### config.mk
export PLATFORM = sky130hd
export DESIGN_NAME = multi_ch_sync
export DESIGN_NICKNAME = d
export VERILOG_FILES = /design/src/rtl/multi_ch_sync.sv
export SDC_FILE = /design/constraint.sdc
export NUM_CORES = 1
export LEC_CHECK = 0
export CAP_MARGIN = 10
export CELL_PAD_IN_SITES_DETAIL_PLACEMENT = 0
export CELL_PAD_IN_SITES_GLOBAL_PLACEMENT = 2
export CORE_MARGIN = 2
export CORE_UTILIZATION = 28
export DETAILED_ROUTE_END_ITERATION = 6
export GPL_ROUTABILITY_DRIVEN = 1
export PLACE_DENSITY_LB_ADDON = 0.1
export SKIP_CTS_REPAIR_TIMING = 1
export SYNTH_ARGS = -nofsm -noshare
export SYNTH_HDL_FRONTEND = slang
export SYNTH_SLANG_ARGS = --single-unit
### constraint.sdc
create_clock -name clk -period 1 [get_ports clk]
set_input_delay 0.2 -clock clk [delete_from_list [all_inputs] [get_ports clk]]
set_output_delay 0.2 -clock clk [all_outputs]
set_load 0.03 [all_outputs]
### src/rtl/multi_ch_sync.sv
// multi_ch_sync: per-channel STAGES-flop synchroniser with registered edge strobes.
// Optional debounce filter compiled in by defining MULTI_CH_SYNC_DEBOUNCE_EN.
module multi_ch_sync #(
    parameter int CH         = 4,
    parameter int STAGES     = 2,
    parameter int DEB_CYCLES = 4,
    parameter bit RESET_VAL  = 1'b0
) (
    input  logic          clk,
    input  logic          rst,
    input  logic [CH-1:0] async_in,
    output logic [CH-1:0] sync_out,
    output logic [CH-1:0] rise_pulse,
    output logic [CH-1:0] fall_pulse,
    output logic          change_any
);

    localparam logic [CH-1:0] RST_VEC = {CH{RESET_VAL}};

    logic [STAGES-1:0][CH-1:0] chain_q, chain_d;
    logic [CH-1:0]             prev_q, prev_d;
    logic [CH-1:0]             rise_q, rise_d;
    logic [CH-1:0]             fall_q, fall_d;
    logic                      change_q, change_d;
    logic [CH-1:0]             last;

    assign last = chain_q[STAGES-1];

    // Pure shift chain: stage 0 takes the raw input, no logic between stages.
    always_comb begin
        chain_d = {chain_q[STAGES-2:0], async_in};
    end

    always_ff @(posedge clk) begin
        if (rst) begin
            chain_q <= {STAGES{RST_VEC}};
        end else begin
            chain_q <= chain_d;
        end
    end

`ifdef MULTI_CH_SYNC_DEBOUNCE_EN
    localparam int            CW       = $clog2(DEB_CYCLES + 1);
    localparam logic [CW-1:0] CNT_LAST = CW'(DEB_CYCLES - 1);

    logic [CH-1:0][CW-1:0] cnt_q, cnt_d;
    logic [CH-1:0]         sync_q, sync_d;

    always_comb begin
        cnt_d  = cnt_q;
        sync_d = sync_q;
        for (int i = 0; i < CH; i++) begin
            if (last[i] == sync_q[i]) begin
                cnt_d[i] = '0;
            end else if (cnt_q[i] == CNT_LAST) begin
                sync_d[i] = last[i];
                cnt_d[i]  = '0;
            end else begin
                cnt_d[i] = cnt_q[i] + CW'(1);
            end
        end
    end

    always_ff @(posedge clk) begin
        if (rst) begin
            cnt_q  <= '0;
            sync_q <= RST_VEC;
        end else begin
            cnt_q  <= cnt_d;
            sync_q <= sync_d;
        end
    end

    assign sync_out = sync_q;
`else
    assign sync_out = last;
`endif

    always_comb begin
        prev_d   = sync_out;
        rise_d   = sync_out & ~prev_q;
        fall_d   = ~sync_out & prev_q;
        change_d = |(rise_d | fall_d);
    end

    always_ff @(posedge clk) begin
        if (rst) begin
            prev_q   <= RST_VEC;
            rise_q   <= '0;
            fall_q   <= '0;
            change_q <= 1'b0;
        end else begin
            prev_q   <= prev_d;
            rise_q   <= rise_d;
            fall_q   <= fall_d;
            change_q <= change_d;
        end
    end

    assign rise_pulse = rise_q;
    assign fall_pulse = fall_q;
    assign change_any = change_q;

endmodule

[Word-level counts from Yosys, hierarchy flattened]
Cells that the tools add are included.
Operators by class
  bitwise operators: 5
  reduce and logical (&&, ||, !) cells: 1
Operators with widths (number)
  $and 4x4->4: 2
  $not 4->4: 2
  $or 4x4->4: 1
  $reduce_or 4->1: 1
Storage, ports and cells
  flip-flop bits (word level): 21
  input bits: 6
  output and inout bits: 13
  logic and storage cells: 12

[Longest topological paths before layout]
  depth after elaboration: 4
  depth in mapped cells: 3

[Worst setup path before layout]
OpenSTA, ideal clock, no wires.
  path type: register to register
  from: register chain_q (netlist bit sync_out[2])
  to: register change_q, in the netlist change_any
  library setup time: 0.077 ns
  data arrival time: 1.057 ns
  slack: -0.134 ns
  cell stages (with the launch flop): 4
  buffers on the path: 0
  period minus slack after synthesis: 1.134 ns
  path through: dfxtp_1 -> inv_1 -> ha_1 -> a41oi_2
On the way
  cells in the longest elaborated chain, start to end: 4
  elaborated cells on any way between the ends: 5
  classes of those cells: bitwise (4); reduce/logical (1)
Ends and longest elaborated chain
  start, declared: line 20  | logic [STAGES-1:0][CH-1:0] chain_q, chain_d;
  start signal, assigned: line 36  | chain_q <= {STAGES{RST_VEC}};
  start signal, assigned: line 38  | chain_q <= chain_d;
  $not 4->4: line 82  | fall_d = ~sync_out & prev_q;
  $and 4x4->4: line 82
  $or 4x4->4 *: line 83  | change_d = |(rise_d | fall_d);
  $reduce_or 4->1 *: line 83
  end signal, assigned: line 96  | change_q <= change_d;
  end, declared: line 24  | logic change_q, change_d;
Mark *: on every way between the ends. The rest lies on a longest branch, timed or not.
A chain may end at the register's enable or synchronous reset.

[Worst setup path after layout]
  from: register chain_q (netlist bit sync_out[1])
  to: output port sync_out[1]
RTL lines
  end, declared: line 12  | output logic [CH-1:0] sync_out,
No word-level cell between the ends.

==> flow_summary_export.csv <==
group,metric,value,unit
clock_tree,htreeDepth,1,
route,routed_via_density,3.90,
setup_path,max_stage_delay,0.37,ns
clock_tree,clk_pin_slew,0.11,ns
timing,skew,0.00351,ns
synthesis,ys.warnings.count,0,
setup_path,cp_cell_sequence,"buf_6",
worst_hold_path,hp-class,"flop to flop",
setup_path,crit-reg2reg-launch,"sync_out[1]$_SDFF_PP0_",
finish,drive_gt1_frac,0.398,
route,dr_total_vias,441,
outcome,violations,"setup timing",
worst_hold_path,hold_depth,1,
synthesis,synthCells,60,
clock_tree,clkSinkCount,21,
clock_tree,cts_root_buf,"clkbuf_4",
timing,hold_violations,0,
timing,fin_ws,-0.000423,ns
route,first_pass_iters,2,
setup_path,r2r_cells,3,
global_route,grt-ovfl-total,0,
timing,hold_slack,0.442,ns
synthesis,synth_nets,74,
setup_path,critPathSlowestCell,"dfxtp_4",
floorplanning,pin_count,19,
timing,worst_pin_slew,0.135,ns
flow_run,drv_cap,0,
global_route,grt_pass1_vias,368,
global_route,grt_antenna_before_repair,0,
setup_path,r2r_slack,0.06,ns
timing,drv_slew,0,
setup_path,crit_buf_inv,1,
timing,fin_crit_sh,1.00,
route,drc_errors,0,
finish,syn_to_final_growth,43.5,%
synthesis,synth_cell_types,7,
setup_path,worstPathRequired,0.80,ns
route,wire_per_inst,8.41,microns
timing,setup_tns,-0.000423,ns
setup_path,crit_path_max_fanout,4,
global_route,grt_pass1_wl,1500,microns
clock_tree,clk_latency,0.29,ns
synthesis,synth-seq-area-share,0.592,
timing,rsz0062_at_grt,"yes",
floorplanning,core-area,2430,sq um
outcome,status,"finished, violations left",
place,numPortBuffers,18,
route,dr.first_iter.drc_count,1,
global_route,grt_max_degree,22,
power_and_ir_drop,vdd_drop_max,0.975,mV
clock_tree,cts_tree,"yes",
power_and_ir_drop,power_leakage,0.424,nW
timing,finalSetupViolCount,1,
timing,maxSlewHeadroom,0.910,
worst_hold_path,min-delay-start,"chain_d[6]$_SDFF_PP0_",
setup_path,rr_endpoint,"change_any$_SDFF_PP0_",
setup_path,cp-start-kind,"flop",
power_and_ir_drop,powerDensity,1400,nW/um^2
finish,finalNetCount,98,
floorplanning,die_y,54.4,microns
synthesis,netlist_area,711,sq um
timing,fmaxAchievable,1000,MHz
place,gp_congestion,0.600,
setup_path,crit_family,"flip-flops",
setup_path,worstPathArrival,0.80,ns
worst_hold_path,min_to,"sync_out[2]$_SDFF_PP0_",
floorplanning,die_x,54.4,microns
floorplanning,die_area,2960,sq um
route,routed_wl,950,microns
floorplanning,initial_core_util,0.292,
timing,layout_min_cycle_time,1.00,ns
clock_tree,numCtsBuffers,3,
setup_path,worstSetupEndpointType,"output port",
synthesis,avgSynthCellArea,11.8,sq um
synthesis,synth-seq-cells,21,
finish,diodes,0,
clock_tree,max-clock-path-buffers,2,
global_route,grt_usage,0.0770,
route,antenna_left,0,
floorplanning,num_rows,18,
setup_path,critPathKind,"flop to output port",
## worst max-delay path by stage
stage | startpoint | endpoint | slack, ns | depth (start not counted)
after floorplan | sync_out[1]$_SDFF_PP0_ | change_any$_SDFF_PP0_ | 0.00002 | 3
after global placement | rst | change_any$_SDFF_PP0_ | -0.04 | 3
after detailed placement | rst | change_any$_SDFF_PP0_ | -0.05 | 3
after CTS | sync_out[3]$_SDFF_PP0_ | sync_out[3] | -0.05 | 1
after global routing | sync_out[2]$_SDFF_PP0_ | sync_out[2] | -0.05 | 1
final | sync_out[1]$_SDFF_PP0_ | sync_out[1] | -0.0004 | 1
## routing by layer
metal,track usage,up-vias,share of wire
li1,-,225,-
met1,0.0832,197,0.43
met2,0.116,17,0.46
met3,0.0574,2,0.092
met4,0.0250,0,0.016
met5,0,-,0
## cells by family after synthesis
group                      after synthesis  synth area share
AOI/OAI and AO/OA                        1            0.0229
adders and majority gates                8             0.141
buffers and inverters                   10            0.0687
DFF                                     21             0.592
and+or+nand+nor                         20             0.176
## cell type report
cell class              instances  area, sq um
clock buffers                   4         26.3
fillers                       255         1410
inverters                       8         30.0
multi-input cells              29          254
flip-flops and latches         21          440
well taps                      30         37.5
repair buffers                 21          231
## worst reg2reg max path: cells and delay by family (launching register included)
family	cells	cell delay (ns)
buffers and inverters	1	0.04
flip-flops	1	0.38
AO/OA/AOI/OAI	1	0.17
adder cells (fa/ha/maj)	1	0.28
## flip-flops by register name (all words and copies together) (netlist names)
register and count:
change_any 1, rise_pulse 4, chain_d 4, fall_pulse 4, sync_out 4, prev_q 4
## cells in the final DEF, fill, tap and decap left out
cell,n
clkdlybuf4s50_1,5
dfxtp_2,10
buf_6,13
ha_1,7
dfxtp_4,2
clkbuf_4,3
clkbuf_1,1
dfxtp_1,9
ha_4,1
a41oi_2,1
buf_4,2
nor2b_1,20
buf_12,1
inv_1,8
## per-stage QoR
stage	setup WS (ns)	area (sq um)	total power, mW	util	instances
floorplan	0.0000176	718	0.981	-	60
global placement	-0.0420	905	1.04	0.372	107
detailed placement	-0.0486	905	1.04	0.372	107
CTS	-0.0543	931	1.45	0.383	111
global route	-0.0526	1020	1.52	0.419	113
finish	-0.000423	1020	1.43	0.419	113
## synth_stat cells
| library cell | n | area, sq um |
|---|---|---|
| buf_6 | 1 | 11.3 |
| a41oi_2 | 1 | 16.3 |
| ha_1 | 8 | 100 |
| dfxtp_1 | 21 | 420 |
| inv_1 | 8 | 30.0 |
| buf_4 | 1 | 7.51 |
| nor2b_1 | 20 | 125 |
## where the power goes
part	switching [mW]	internal [mW]	leakage (nW)	total [mW]
Combinational	0.0727	0.0864	0.232	0.159
Clock	0.237	0.155	0.0150	0.392
Sequential	0.0156	0.866	0.178	0.881
Total	0.325	1.11	0.424	1.43
No activity file was read; power rests on OpenSTA's default activity.
==> RTL edit (same flow settings) <==
Remove the register `fall_q`: a continuous assignment takes its place, so the output `fall_pulse` follows one clock earlier.
--- a/src/rtl/multi_ch_sync.sv
+++ b/src/rtl/multi_ch_sync.sv
@@ -88,13 +88,13 @@
             prev_q   <= RST_VEC;
             rise_q   <= '0;
-            fall_q   <= '0;
             change_q <= 1'b0;
         end else begin
             prev_q   <= prev_d;
             rise_q   <= rise_d;
-            fall_q   <= fall_d;
             change_q <= change_d;
         end
     end
+
+    assign fall_q = fall_d;
 
     assign rise_pulse = rise_q;
Formal check against the unedited RTL: not equivalent (Yosys sat finds a counterexample within 4 cycles, from zero or initial values and one cycle with rst high).
==> RTL edit against the unedited design <==
- the run still ends with negative setup slack left
- total power shrank 12%
- synthesized area down 15%
- worst setup slack got worse by 0.18 ns
- sequential share of layout area is 6.4 points lower
- worst hold slack worse by 0.0053 ns
- wire length down 1.3%
- die area shrank 14%
- design area is 4.9% lower
- via count shrank 15%
- sequential cell count fell by 4
- utilization up 6.5 points
- largest cell class unchanged
==> RTL edit: results <==
[cells_and_area]
nFillCells = 198
num-nonclk-buffers = 24
multi_input_cells = 25
multi_input_area_um2 = 275
seq_area_um2 = 357
clock_area_share_pct = 2.71
finalNetCount = 93
nonClkBufAreaFrac_pct = 25.3
drive_gt1_share_pct = 50.0

[sta]
relSlewSlack_pct = 85.2
fin_tns_setup_ns = -0.919
final-setup-viol-count = 8
fin_ws_ns = -0.178
holdWs_ns = 0.437
fin_skew_ns = 0.000689

[outcome]
status = finished with violations
violations = negative setup slack

[grt]
grt_pass1_vias = 349
grtUsageMet1_pct = 10.2
groute.usage.overall_pct = 8.45
gr-usage-met3_pct = 2.68
grt_pass1_wl_um = 1530

[yosys]
synthTopCellsByArea = dfxtp_1, ha_1, nor2b_1
syn-num-nets = 65
ys_seq_area_share_pct = 56.3
ys_async_sr_fraction_pct = 0

[routing]
wl_met2_um = 441
route.met3.wl_um = 57
highest_layer = met3
wl_met1_um = 439
dr_total_vias = 377
drt-total-wl_um = 938

[pwr]
power_density_nw_per_um2 = 1290
power.net_switching_uw = 300

[setup_path]
crit_arrival_ns = 0.98
rrSetupSlack_ns = 0.04
slowest_stage = dfxtp_4

[place]
routabilityCongestion = 0.641
place_area_um2 = 802

[floorplanning]
die_w_um = 50.5

[clocking]
clkTransAtPathRegs_ns = 0.09
[RTL edit: cell types whose count changed in the layout (fill, tap and decap cells not counted), moves of 3 or more]
| cell | before | now |
|---|---|---|
| nor2b_1 | 20 | 11 |
| dfxtp_2 | 10 | 4 |
| and2b_1 | 0 | 5 |
| ha_1 | 7 | 3 |
| inv_1 | 8 | 4 |
| buf_4 | 2 | 5 |
| ha_4 | 1 | 4 |
| inv_2 | 0 | 3 |
[RTL edit: critical path, delay by kind of cell, from the launching register on]
kind	cells	cell delay, ns
adders and majority gates	1	0.15
buffers and inverters	2	0.17
DFF	1	0.38
[RTL edit: path summary, 6_finish.rpt]
| path | start | to | cells past startpoint |
|---|---|---|---|
| setup / recovery | sync_out[3] | fall_pulse[3] | 3 |
| hold / removal | chain_d[4] | sync_out[0] | 1 |
| setup reg to reg | sync_out[1] | rise_pulse[1] | 4 |
| hold reg to reg | chain_d[4] | sync_out[0] | 1 |
[RTL edit: logic make-up (layout without fill, tap and decap cells)]
group | count (synthesis) | count (layout) | share of synthesized area [%]
DFF | 17 | 17 | 56.3
and+or+nand+nor | 16 | 16 | 17.6
adders and majority gates | 8 | 8 | 16.6
buffers and inverters | 9 | 36 | 6.83
AOI/OAI and AO/OA | 1 | 1 | 2.69
[RTL edit: power groups by stage]
stage / clock [uW] / combinational [uW] / sequential, uW
5_1_grt: 423 / 193 / 722
3_5_place_dp: 0 / 146 / 733
6_report: 359 / 177 / 717
2_1_floorplan: 0 / 54.4 / 762
3_3_place_gp: 0 / 146 / 734
4_1_cts: 386 / 147 / 718
[RTL edit: stage by stage]
step	power, uW	instances	setup WS (ns)
after floorplan	816	51	-0.0162
after global placement	880	98	-0.136
after detailed placement	879	98	-0.165
after CTS	1250	102	-0.274
after global routing	1340	105	-0.235
final	1250	105	-0.178
